## src/rtl/irq_arbiter_if.sv

```systemverilog
// irq_arbiter_if: bundle between the interrupt arbiter and its environment.
//   master modport: drives raw interrupt lines, mask writes and CP0 taken/eret
//                   pulses; observes the request, granted ID and status.
//   slave modport : the arbiter side (inputs and outputs reversed).
// Signals:
//   irq_src    [N]  raw asynchronous interrupt lines, rising-edge sensitive
//   mask_we    [1]  mask write strobe
//   mask_wdata [N]  new mask, bit i = 1 enables source i
//   taken      [1]  CP0 entered the handler for the current request
//   eret       [1]  CP0 executed ERET
//   ir_out     [1]  registered interrupt request to CP0
//   irq_id     [IW] registered ID of the granted source
//   pending    [N]  pending register, unmasked view
//   mask_q     [N]  current mask
//   busy       [1]  a request is being serviced
interface irq_arbiter_if #(
  parameter int N = 4
);
  localparam int IW = $clog2(N);

  logic [N-1:0]  irq_src;
  logic          mask_we;
  logic [N-1:0]  mask_wdata;
  logic          taken;
  logic          eret;
  logic          ir_out;
  logic [IW-1:0] irq_id;
  logic [N-1:0]  pending;
  logic [N-1:0]  mask_q;
  logic          busy;

  modport master (
    output irq_src, mask_we, mask_wdata, taken, eret,
    input  ir_out, irq_id, pending, mask_q, busy
  );

  modport slave (
    input  irq_src, mask_we, mask_wdata, taken, eret,
    output ir_out, irq_id, pending, mask_q, busy
  );
endinterface

```

## src/rtl/irq_arbiter.sv

```systemverilog
// irq_arbiter: multi-source interrupt controller feeding the single CP0
// interrupt input. Synchronises N async lines, latches rising edges as
// pending, masks them and arbitrates round-robin. One request is held
// until CP0 takes it; further requests are blocked until ERET.
// Ports:
//   clk    main clock, rising edge
//   rst_n  asynchronous active-low reset
//   bus    irq_arbiter_if.slave (sources, mask write, taken/eret, outputs)
//
// state | meaning
// ------+--------------------------------------------------------------
// IDLE  | no request outstanding; grant the round-robin winner if any
// REQ   | ir_out high for irq_id; wait for taken, drop if source masked
// SVC   | handler running; new edges still accumulate; wait for eret
module irq_arbiter #(
  parameter int N           = 4,
  parameter int SYNC_STAGES = 2
) (
  input  logic           clk,
  input  logic           rst_n,
  irq_arbiter_if.slave   bus
);
  localparam int IW = $clog2(N);
  localparam logic [N-1:0] ONE_HOT0 = N'(1);
  localparam logic [IW-1:0] PTR_RST = IW'(N - 1);

  typedef enum logic [1:0] {
    ST_IDLE = 2'd0,
    ST_REQ  = 2'd1,
    ST_SVC  = 2'd2
  } state_t;

  state_t        state;
  logic [N-1:0]  sync_q [SYNC_STAGES];
  logic [N-1:0]  hist_q;
  logic [N-1:0]  pend_q;
  logic [N-1:0]  mask_r;
  logic [IW-1:0] ptr;
  logic [IW-1:0] irq_id_q;
  logic          ir_out_q;
  logic          busy_q;

  logic [N-1:0]  src_edge;
  logic [N-1:0]  elig;
  logic [N-1:0]  pend_clr;
  logic [IW-1:0] winner;
  logic          taken_req;

  // Synchroniser chain and history flop per source.
  always_ff @(posedge clk or negedge rst_n) begin
    if (!rst_n) begin
      for (int s = 0; s < SYNC_STAGES; s++) sync_q[s] <= '0;
      hist_q <= '0;
    end else begin
      sync_q[0] <= bus.irq_src;
      for (int s = 1; s < SYNC_STAGES; s++) sync_q[s] <= sync_q[s-1];
      hist_q <= sync_q[SYNC_STAGES-1];
    end
  end

  always_ff @(posedge clk or negedge rst_n) begin
    if (!rst_n) mask_r <= '0;
    else if (bus.mask_we) mask_r <= bus.mask_wdata;
  end

  assign src_edge  = sync_q[SYNC_STAGES-1] & ~hist_q;
  assign elig      = pend_q & mask_r;
  assign taken_req = (state == ST_REQ) && bus.taken;
  assign pend_clr  = taken_req ? (ONE_HOT0 << irq_id_q) : '0;

  // Round-robin search starting at ptr+1. Walking offsets from the far end
  // down to 1 leaves the nearest eligible source as the final assignment.
  always_comb begin
    int            idx;
    logic [IW-1:0] idx_w;
    winner = '0;
    idx    = 0;
    idx_w  = '0;
    for (int off = N; off >= 1; off--) begin
      idx = int'(ptr) + off;
      if (idx >= N) idx = idx - N;
      idx_w = IW'(idx);
      if (elig[idx_w]) winner = idx_w;
    end
  end

  always_ff @(posedge clk or negedge rst_n) begin
    if (!rst_n) begin
      state    <= ST_IDLE;
      pend_q   <= '0;
      ptr      <= PTR_RST;
      irq_id_q <= '0;
      ir_out_q <= 1'b0;
      busy_q   <= 1'b0;
    end else begin
      // Set wins over clear on the same bit.
      pend_q <= (pend_q & ~pend_clr) | src_edge;
      case (state)
        ST_IDLE: begin
          if (|elig) begin
            irq_id_q <= winner;
            ir_out_q <= 1'b1;
            state    <= ST_REQ;
          end
        end
        ST_REQ: begin
          // taken beats a simultaneous mask drop
          if (bus.taken) begin
            ptr      <= irq_id_q;
            ir_out_q <= 1'b0;
            busy_q   <= 1'b1;
            state    <= ST_SVC;
          end else if (!elig[irq_id_q]) begin
            ir_out_q <= 1'b0;
            state    <= ST_IDLE;
          end
        end
        ST_SVC: begin
          if (bus.eret) begin
            busy_q <= 1'b0;
            state  <= ST_IDLE;
          end
        end
        default: begin
          ir_out_q <= 1'b0;
          busy_q   <= 1'b0;
          state    <= ST_IDLE;
        end
      endcase
    end
  end

  assign bus.ir_out  = ir_out_q;
  assign bus.irq_id  = irq_id_q;
  assign bus.pending = pend_q;
  assign bus.mask_q  = mask_r;
  assign bus.busy    = busy_q;
endmodule

```

## src/flat_wrapper.sv

```systemverilog
// flat-port wrapper written by rule: the top's interface ports become plain ports
module irq_arbiter_flat 
#(
  parameter int N           = 4,
  parameter int SYNC_STAGES = 2
)
  (clk, rst_n, bus_irq_src, bus_mask_we, bus_mask_wdata, bus_taken, bus_eret, bus_ir_out, bus_irq_id, bus_pending, bus_mask_q, bus_busy);
  irq_arbiter_if #(.N(N)) bus_i ();
  input  logic clk;
  input  logic rst_n;
  input wire logic [$bits(bus_i.irq_src)-1:0] bus_irq_src;
  input wire logic [$bits(bus_i.mask_we)-1:0] bus_mask_we;
  input wire logic [$bits(bus_i.mask_wdata)-1:0] bus_mask_wdata;
  input wire logic [$bits(bus_i.taken)-1:0] bus_taken;
  input wire logic [$bits(bus_i.eret)-1:0] bus_eret;
  output wire logic [$bits(bus_i.ir_out)-1:0] bus_ir_out;
  output wire logic [$bits(bus_i.irq_id)-1:0] bus_irq_id;
  output wire logic [$bits(bus_i.pending)-1:0] bus_pending;
  output wire logic [$bits(bus_i.mask_q)-1:0] bus_mask_q;
  output wire logic [$bits(bus_i.busy)-1:0] bus_busy;
  assign bus_i.irq_src = bus_irq_src;
  assign bus_i.mask_we = bus_mask_we;
  assign bus_i.mask_wdata = bus_mask_wdata;
  assign bus_i.taken = bus_taken;
  assign bus_i.eret = bus_eret;
  assign bus_ir_out = bus_i.ir_out;
  assign bus_irq_id = bus_i.irq_id;
  assign bus_pending = bus_i.pending;
  assign bus_mask_q = bus_i.mask_q;
  assign bus_busy = bus_i.busy;
  irq_arbiter #(.N(N), .SYNC_STAGES(SYNC_STAGES)) u_core (.clk(clk), .rst_n(rst_n), .bus(bus_i));
endmodule
```

## config.mk

```make
export PLATFORM = sky130hd
export DESIGN_NAME = irq_arbiter_flat
export DESIGN_NICKNAME = d
export VERILOG_FILES = /design/src/rtl/irq_arbiter_if.sv /design/src/rtl/irq_arbiter.sv /design/src/flat_wrapper.sv
export SDC_FILE = /design/constraint.sdc
export NUM_CORES = 1
export LEC_CHECK = 0
export BUFFER_PORTS_ARGS = -buffer_cell sky130_fd_sc_hd__clkbuf_2
export CAP_MARGIN = 20
export CORE_UTILIZATION = 51
export DETAILED_ROUTE_END_ITERATION = 8
export HOLD_SLACK_MARGIN = 0.15
export PLACE_DENSITY_LB_ADDON = 0.12
export SLEW_MARGIN = 25
export SYNTH_ARGS = -nofsm -noshare
export SYNTH_HDL_FRONTEND = slang
export SYNTH_SLANG_ARGS = --single-unit
```

## constraint.sdc

```tcl
create_clock -name clk -period 1.4 [get_ports clk]
set_input_delay 0.14 -clock clk [delete_from_list [all_inputs] [get_ports clk]]
set_output_delay 0.14 -clock clk [all_outputs]
set_load 0.005 [all_outputs]
```

=== Yosys cells after proc, flatten, opt, wreduce, memory -nomap -nowiden ===
Cells that the tools add are included.

* Flip-flop bits (word level): 28
* Bits of input ports: 13
* Output and inout bits: 12
* Logic and storage cells: 81

* Add/sub/neg operators: 8
* $lt $le $gt $ge: 9
* Equal/unequal tests: 6
* Shift-type cells: 1
* Multiplexer cells: 31
* Bitwise gates (word level): 8
* Reduce and logical (&&, ||, !) cells: 8

{| class="wikitable"
|+ Operators with widths
! cell !! count
|-
| $mux W2 || 12
|-
| $lt A2 B3 Y1 const B || 5
|-
| $and A4 B4 Y4 || 3
|-
| $bmux W1 S2 || 5
|-
| $mux W1 || 10
|-
| $ge A3 B3 Y1 const B || 3
|-
| $reduce_and A3 Y1 || 3
|-
| $not A4 Y4 || 2
|-
| $sub A2 B1 Y2 const B || 4
|-
| $add A2 B2 Y3 const B || 2
|-
| $pmux W1 S3 || 2
|-
| $pmux W2 S3 || 1
|-
| $add A2 B3 Y4 const B || 1
|-
| $ge A4 B3 Y1 const B || 1
|-
| $mux W4 || 1
|-
| $ne A2 B2 Y1 const B || 2
|-
| $or A4 B4 Y4 || 1
|-
| $reduce_and A2 Y1 || 2
|-
| $reduce_or A4 Y1 || 1
|-
| $shl A1 B2 Y4 const A || 1
|-
| $add A2 B1 Y3 const B || 1
|-
| $ne A3 B3 Y1 const B || 1
|-
| $eq A2 B1 Y1 const B || 1
|-
| $eq A2 B2 Y1 const B || 1
|-
| other kinds (4) || 5
|}

=== Logic depth before layout (Yosys ltp) ===
Gate-level depths: netlist (run 1).

* Depth in word-level cells: 9
* Mapped depth: 4
* Gate-level depth less buffers: 4

=== Least setup slack after synthesis (run 1) ===
OpenSTA, ideal clock, no wires.

* Path kind: reg2reg
* Start: reg u_core.pend_q[3] (netlist: u_core.bus.pending[3])
* End: reg u_core.state[0]
* Library setup time: 66 ps
* Arrival: 1255 ps
* Required time: 1334 ps
* Path slack: 79 ps
* Stages on the path, launching flop included: 5
* Buffers on the path: 0
* Clock period less this slack: 1321 ps
* Path through: dfrtp_1 > nand2_2 > mux4_2 > nor3_2 > a22o_1

* Longest elaborated chain between the ends: 5
* Elaborated cells between the ends (all ways): 7
* Classes of those cells: eq/ne: 2; mux: 2; bitwise: 1; reduce/logical: 2

{| class="wikitable"
|+ RTL lines
! item !! RTL line !! RTL
|-
| from (decl) || irq_arbiter.sv:36 || <nowiki>logic [N-1:0] pend_q;</nowiki>
|-
| from (signal assigned) || irq_arbiter.sv:97 || <nowiki>pend_q <= (pend_q & ~pend_clr) | src_edge;</nowiki>
|-
| $and A4 B4 Y4 (*) || irq_arbiter.sv:67 || <nowiki>assign elig = pend_q & mask_r;</nowiki>
|-
| $bmux W1 S2 || irq_arbiter.sv:113 || <nowiki>end else if (!elig[irq_id_q]) begin</nowiki>
|-
| $mux W1 (implied by the code) || irq_arbiter.sv:113 ||
|-
| $ne A3 B3 Y1 (no line) || n/a ||
|-
| $reduce_and A3 Y1 (no line) (*) || n/a ||
|-
| to (signal assigned) || irq_arbiter.sv:112 || <nowiki>state <= ST_SVC;</nowiki>
|-
| to (signal assigned) || irq_arbiter.sv:115 || <nowiki>state <= ST_IDLE;</nowiki>
|-
| to (signal assigned) || irq_arbiter.sv:121 || <nowiki>state <= ST_IDLE;</nowiki>
|-
| to (decl) || irq_arbiter.sv:33 || <nowiki>state_t state;</nowiki>
|}

Every way passes the cells marked *; elsewhere a longest branch is shown, timed or not. The select of a mux whose other input is x is not followed.
A chain may end at the register's enable or synchronous reset.

=== Worst setup path after layout (run 1) ===
* Start: reg u_core.ptr[1]
* End: reg u_core.irq_id_q[1] (netlist: u_core.bus.irq_id[1])

* Longest elaborated chain between the ends: 9
* Elaborated cells between the ends (all ways): 28
* Classes of those cells: add/sub: 8; order compare: 4; mux: 16

{| class="wikitable"
|+ RTL lines
! item !! RTL line !! RTL
|-
| from (decl) || irq_arbiter.sv:38 || <nowiki>logic [IW-1:0] ptr;</nowiki>
|-
| from (signal assigned) || irq_arbiter.sv:109 || <nowiki>ptr <= irq_id_q;</nowiki>
|-
| $add A2 B3 Y4 || irq_arbiter.sv:80 || <nowiki>idx = int'(ptr) + off;</nowiki>
|-
| $ge A4 B3 Y1 or $sub A2 B1 Y2 (tied branches) || irq_arbiter.sv:81 || <nowiki>if (idx >= N) idx = idx - N;</nowiki>
|-
| $mux W2 || irq_arbiter.sv:81 ||
|-
| $bmux W1 S2 || irq_arbiter.sv:83 || <nowiki>if (elig[idx_w]) winner = idx_w;</nowiki>
|-
| $mux W1 (implied by the code) || irq_arbiter.sv:83 ||
|-
| $mux W2 (3 in a row) || irq_arbiter.sv:83 ||
|-
| $mux W2 (*) || irq_arbiter.sv:83 ||
|-
| to (signal assigned) || irq_arbiter.sv:101 || <nowiki>irq_id_q <= winner;</nowiki>
|-
| to (decl) || irq_arbiter.sv:39 || <nowiki>logic [IW-1:0] irq_id_q;</nowiki>
|}

Marked as above.

==> results.cfg, run 1 <==
[floorplan]
fp.dieW_um = 47.56
dieHeight_um = 47.56
io_pins = 25
core-area_um2 = 1962
num_rows = 16
start_util = 0.5395
die_area_um2 = 2261

[pwr]
power_mw = 2.700
power.density_nw_per_um2 = 1820
ir_drop_mv = 1.156
clkPwrFrac = 0.199
internal_power_mw = 1.786
combPwrFrac = 0.347
pwr-share-seq = 0.454
power_switching_share = 0.3385
leakage_nw = 0.6985
power.switching_uw = 914.1

[finish]
nNetsFinal = 150
final_cell_mix = 26 x dfrtp_1, 24 x clkbuf_2, 13 x dlygate4sd3_1
fin_util = 0.7564
antenna_cells = 0
syn_to_final_growth_pct = 40.19
drive_gt1_frac = 0.3456
layout_commonest_cell = dfrtp_1

[job]
drv_cap = 0

[critical_path]
crit_path_start_kind = register
crit_required_ns = 1.69
path_class = register to register
startpoint = u_core.ptr[1]
crit_fanout = 7
crit_path_end_kind = register
worstPathArrival_ns = 1.76
r2r_start = u_core.ptr[1]

[global_route]
grt_antenna_before_repair = 0
grt_pass1_vias = 771
grt_start_max_net_pins = 29
track_usage = 0.2402
grt_pass1_wl_mm = 3.553
grt_overflow = 0

[synthesis]
syn_inst = 85
mappedNetlistArea_um2 = 1059
synth-seq-cells = 28
synth_top_area_share = 0.6147
yosys_warnings = 0
synth_top_area_cell = dfrtp_1
ys_top_cells_by_area = dfrtp_1 61%, mux2_1 5.3%, dfstp_2 5.0%
ys_seq_area_frac = 0.6643
synth_nets = 98
syn_area_per_cell_um2 = 12.45
yosysUniqueCellTypes = 25

[cts]
cts_tree = done
cts_made_buffers = 3
htreeDepth = 1
cts_buffer_depth = 2
clockRootBuffer = clkbuf_4
clk_pin_slew_ns = 0.16
clkLatencyLatePin_ns = 0.34
clock-sinks = 28

[sta]
setup_ws_ns = -0.06271
clock_skew_ns = 0.01761
clock.fmax_ghz = 0.6837
maxSlewHeadroom = 0.5443
slew_viol_final = 0
rsz0062_at_grt = yes
hold_viol = 0
setup_viol = 1
hold_ws_ns = 0.3502
min_period_ns = 1.463
worst_slew_pin_slew_ns = 0.6835
finalCritPeriodShare = 1.045

[drt]
finalWirelength_mm = 2.391
first_pass_iters = 4
detail_route.drc_violations = 0
wl_per_cell_um = 14.67
vias = 865
drt_first_iter_violations = 17
viasPerCell = 5.307
antenna_left = 0

[run_status]
violations = setup timing
status = finished with violations

[place]
gp_congestion = 0.8467
post-place-ws_ns = 0.01915
dp_hpwl_mm = 1.494
portBuffers = 24

[worst_hold_path]
hp-class = input port to asynchronous set/reset pin
## flip-flops by register name (all words and copies together) (netlist names)
register,flops
u_core.bus.ir_out,1
u_core.bus.busy,1
u_core.bus.irq_id,2
u_core.state,2
u_core.ptr,2
u_core.bus.pending,4
u_core.hist_q,4
u_core.bus.mask_q,4
u_core.sync_q,8
## through the flow
| step | cells | TNS (ns) | instance area (um2) |
|---|---|---|---|
| 6_report | 163 | -0.06271 | 1484 |
| 5_1_grt | 163 | -0.3206 | 1484 |
| 4_1_cts | 162 | 0 | 1463 |
| 3_5_place_dp | 143 | 0 | 1265 |
| 3_3_place_gp | 143 | 0 | 1265 |
| 2_1_floorplan | 85 | 0 | 1059 |
## worst paths after layout
kind / to / slack, ns / depth (start not counted)
worst max register to register: u_core.bus.irq_id[1] / -0.06 / 3
worst min register to register: u_core.sync_q[3] / 0.36 / 0
min in group clk: u_core.sync_q[3] / 0.36 / 0
worst min-delay path: u_core.bus.pending[0] / 0.35 / 2
max in group asynchronous: u_core.bus.pending[1] / 0.60 / 2
worst max-delay path: u_core.bus.irq_id[1] / -0.06 / 3
## power by group through the flow
stage,sequential [mW],clock (mW),combinational (mW)
finish,1.23,0.537,0.937
detailed placement,1.23,0,0.838
global route,1.26,0.565,1.04
global placement,1.22,0,0.817
CTS,1.21,0.544,0.908
floorplan,1.24,0,0.418
## logic make-up (layout without fill, tap and decap cells)
group                  count (synthesis)  in the layout  share of synthesized area
DFF                                   28             28                     0.6643
and+or+nand+nor                       26             26                     0.1194
AOI/OAI and AO/OA                     20             20                     0.1241
muxes                                  6              6                    0.07446
buffers and inverters                  5             56                    0.01772
## synthesized netlist by cell type (all sizes together)
library cell,number
a2111oi,1
a21boi,1
a21oi,3
a22o,2
a311oi,1
and3b,1
dfrtp,26
dfstp,2
inv,5
mux2,5
mux4,1
nand2,15
nand3,4
nand4,2
nand4b,1
nor2,2
nor3,1
o2111ai,1
o21ai,8
o2bb2ai,1
o31a,1
o31ai,1
## timing repair
item                                    CTS  global route
endpoints found under the setup margin    2             4
hold buffers                             13             1
pin swaps                                 0             1
hold endpoints to repair                 37             1
buffers inserted                          2             1
resized for setup                         0             4
## critical path, stage by stage (launching register included)
cell	delay, ns
dfstp_2	0.62
a311oi_1	0.11
a2111oi_0	0.48
a22o_1	0.20
## cell type report
class	instances	area, um2
flip-flops and latches	28	703.2
fillers	161	478.0
multi-input cells	52	350.3
repair buffers	47	325.3
well taps	27	33.78
clock inverters	1	30.03
clock buffers	3	22.52
inverters	5	18.77
## routing by layer
metal,share of wire,routed length [um],GRT usage
met1,0.41,975,0.3008
met2,0.49,1182,0.3863
met3,0.064,154,0.07925
met4,0.033,79,0.1000
met5,0,0,0
Power figures use the tool's default switching activity.
==> run 2, diff against run 1 <==
--- a/config.mk
+++ b/config.mk
@@ -6,7 +6,8 @@
 export NUM_CORES = 1
 export LEC_CHECK = 0
 export BUFFER_PORTS_ARGS = -buffer_cell sky130_fd_sc_hd__clkbuf_2
-export CAP_MARGIN = 20
+export CAP_MARGIN = 25
+export CORE_MARGIN = 2
 export CORE_UTILIZATION = 51
 export DETAILED_ROUTE_END_ITERATION = 8
 export HOLD_SLACK_MARGIN = 0.15
==> constraint.sdc (replaced) <==
create_clock -name clk -period 1.4 [get_ports clk]
set_input_delay 0.07 -clock clk [delete_from_list [all_inputs] [get_ports clk]]
set_output_delay 0.07 -clock clk [all_outputs]
set_load 0.005 [all_outputs]
==> run 2 against run 1 <==
  * The run now ends clean
  * Sequential share of layout area grew 0.65 points
  * Final area shrank 1.3%
  * Via count shrank 3.1%
  * Highest routed layer unchanged
  * Critical endpoint is now u_core.state[0]
  * Largest power group unchanged
==> results.cfg, run 2 (synthesis gave the netlist of run 1 again) <==
[sta]
worst_slew_pin_slew_ns = 0.6783
clock.fmax_ghz = 0.7398
rsz0062_at_grt = yes
setup_viol = 0
hold_viol = 0
finalCritPeriodShare = 0.9655
maxSlewHeadroom = 0.5478
min_period_ns = 1.352
clock_skew_ns = 0.005387
slew_viol_final = 0
hold_ws_ns = 0.1651

[drt]
finalWirelength_mm = 2.060
antenna_left = 0
first_pass_iters = 4
detail_route.drc_violations = 0
vias = 838
drt_first_iter_violations = 16
wl_per_cell_um = 12.72
viasPerCell = 5.173

[critical_path]
crit_path_start_kind = register
cp.buffers_inverters = 0
cp-endpoint = u_core.state[0]
worst-path-stages = 4
r2r_start = u_core.bus.mask_q[2]
reg2reg_depth = 4
crit_path_end_kind = register
path_class = register to register
crit_chain = nand2_2 > mux4_2 > nor3_4 > a22o_1
slowest_stage = mux4_2
r2r_setup_slack_ns = 0.05
worstPathArrival_ns = 1.63
crit_fanout = 5
crit_family = multiplexers
startpoint = u_core.bus.mask_q[2]
max_stage_delay_ns = 0.49
crit_required_ns = 1.67
r2r-end = u_core.state[0]

[floorplan]
core-area_um2 = 1962
num_rows = 16
die_area_um2 = 2456
start_util = 0.5395
io_pins = 25
dieHeight_um = 49.56
fp.dieW_um = 49.56

[worst_hold_path]
worst_hold_path.num_cells = 3
hp-class = input port to register

[place]
dp_hpwl_mm = 1.477
portBuffers = 24
gp_congestion = 0.8431

[global_route]
grt_pass1_vias = 895
track_usage = 0.1978
grt_pass1_wl_mm = 3.760
grt_start_max_net_pins = 29
grt_antenna_before_repair = 0
grt_overflow = 0

[pwr]
leakage_nw = 0.6958
power_mw = 2.509
ir_drop_mv = 0.9959
clkPwrFrac = 0.151
combPwrFrac = 0.362
power_switching_share = 0.3391
pwr-share-seq = 0.487
power.density_nw_per_um2 = 1714
internal_power_mw = 1.658
power.switching_uw = 850.9

[finish]
fin_util = 0.7462
antenna_cells = 0
largest_reg_flops = 8
layout_commonest_cell = dfrtp_1
multi_input_area_um2 = 351.6
nNetsFinal = 149
syn_to_final_growth_pct = 38.30
top_register = u_core.sync_q
final_cell_mix = 26 x dfrtp_1, 24 x clkbuf_2, 12 x dlygate4sd3_1
drive_gt1_frac = 0.3407
fillers = 149
register_area_um2 = 703.2

[cts]
clock-sinks = 28
clk_pin_slew_ns = 0.14
cts_buffer_depth = 2
cts_made_buffers = 3
clockRootBuffer = clkbuf_4
cts_tree = done
clkLatencyLatePin_ns = 0.32
htreeDepth = 1

[run_status]
status = completed

[job]
drv_cap = 0
-- run 2: cell types whose count changed in the layout (fill, tap and decap cells not counted) --
| cell | previous run | this run |
|---|---|---|
| dlymetal6s4s_1 | 0 | 1 |
| bufinv_16 | 1 | 0 |
| a2111oi_1 | 0 | 1 |
| buf_4 | 10 | 9 |
| clkbuf_8 | 0 | 1 |
| dlygate4sd3_1 | 13 | 12 |
| a2111oi_0 | 1 | 0 |
-- run 2: power groups by stage --
| stage | Sequential [mW] | Combinational (mW) | Clock (mW) |
|---|---|---|---|
| after floorplan | 1.24 | 0.418 | 0 |
| after global placement | 1.21 | 0.830 | 0 |
| after detailed placement | 1.22 | 0.851 | 0 |
| after CTS | 1.21 | 0.890 | 0.390 |
| after global routing | 1.25 | 1.02 | 0.422 |
| final | 1.22 | 0.908 | 0.379 |
-- run 2: worst min path at each step --
stage           startpoint                    to  slack (ns)
6_report       bus_mask_we  u_core.bus.mask_q[2]        0.17
2_1_floorplan        rst_n       u_core.bus.busy       -0.23
3_5_place_dp         rst_n  u_core.bus.mask_q[1]        0.13
4_1_cts              rst_n  u_core.bus.irq_id[1]        0.30
3_3_place_gp         rst_n  u_core.bus.mask_q[3]        0.12
5_1_grt        bus_mask_we  u_core.bus.mask_q[2]        0.18
-- run 2: final cells by class --
| class | count | share of cell area |
|---|---|---|
| multi-input cells | 52 | 0.2402 |
| flip-flops and latches | 28 | 0.4803 |
| well taps | 27 | 0.02308 |
| repair buffers | 46 | 0.2188 |
| inverters | 5 | 0.01282 |
| clock buffers | 4 | 0.02479 |
-- run 2: tightest hold or removal path, stage by stage --
cell and delay, ns:
clkbuf_2 0.09, mux2_1 0.12, dlymetal6s4s_1 0.18
-- run 2: timing repair --
action                     in CTS  in global routing
setup buffers                   1                  0
hold buffers                   13                  0
pin swaps                       0                  1
resized for setup               0                  6
hold endpoints to repair       37                  0
setup endpoints to repair       1                  3
-- run 2: routing by layer --
metal  track usage  part of all wire  up-vias
li1              -                 -      402
met2        0.3133              0.48       21
met4       0.07407             0.010        0
met1        0.2707              0.47      413
met3       0.03939             0.034        2
met5             0                 0        -
-- run 2: per-stage QoR --
stage | instances | setup slack, ns | setup TNS [ns] | instance area [um2]
floorplan | 85 | 0.07898 | 0 | 1059
finish | 162 | 0.04833 | 0 | 1464
global placement | 144 | 0.09350 | 0 | 1272
global route | 162 | -0.006680 | -0.006680 | 1464
detailed placement | 144 | 0.02108 | 0 | 1272
CTS | 162 | 0.02247 | 0 | 1446
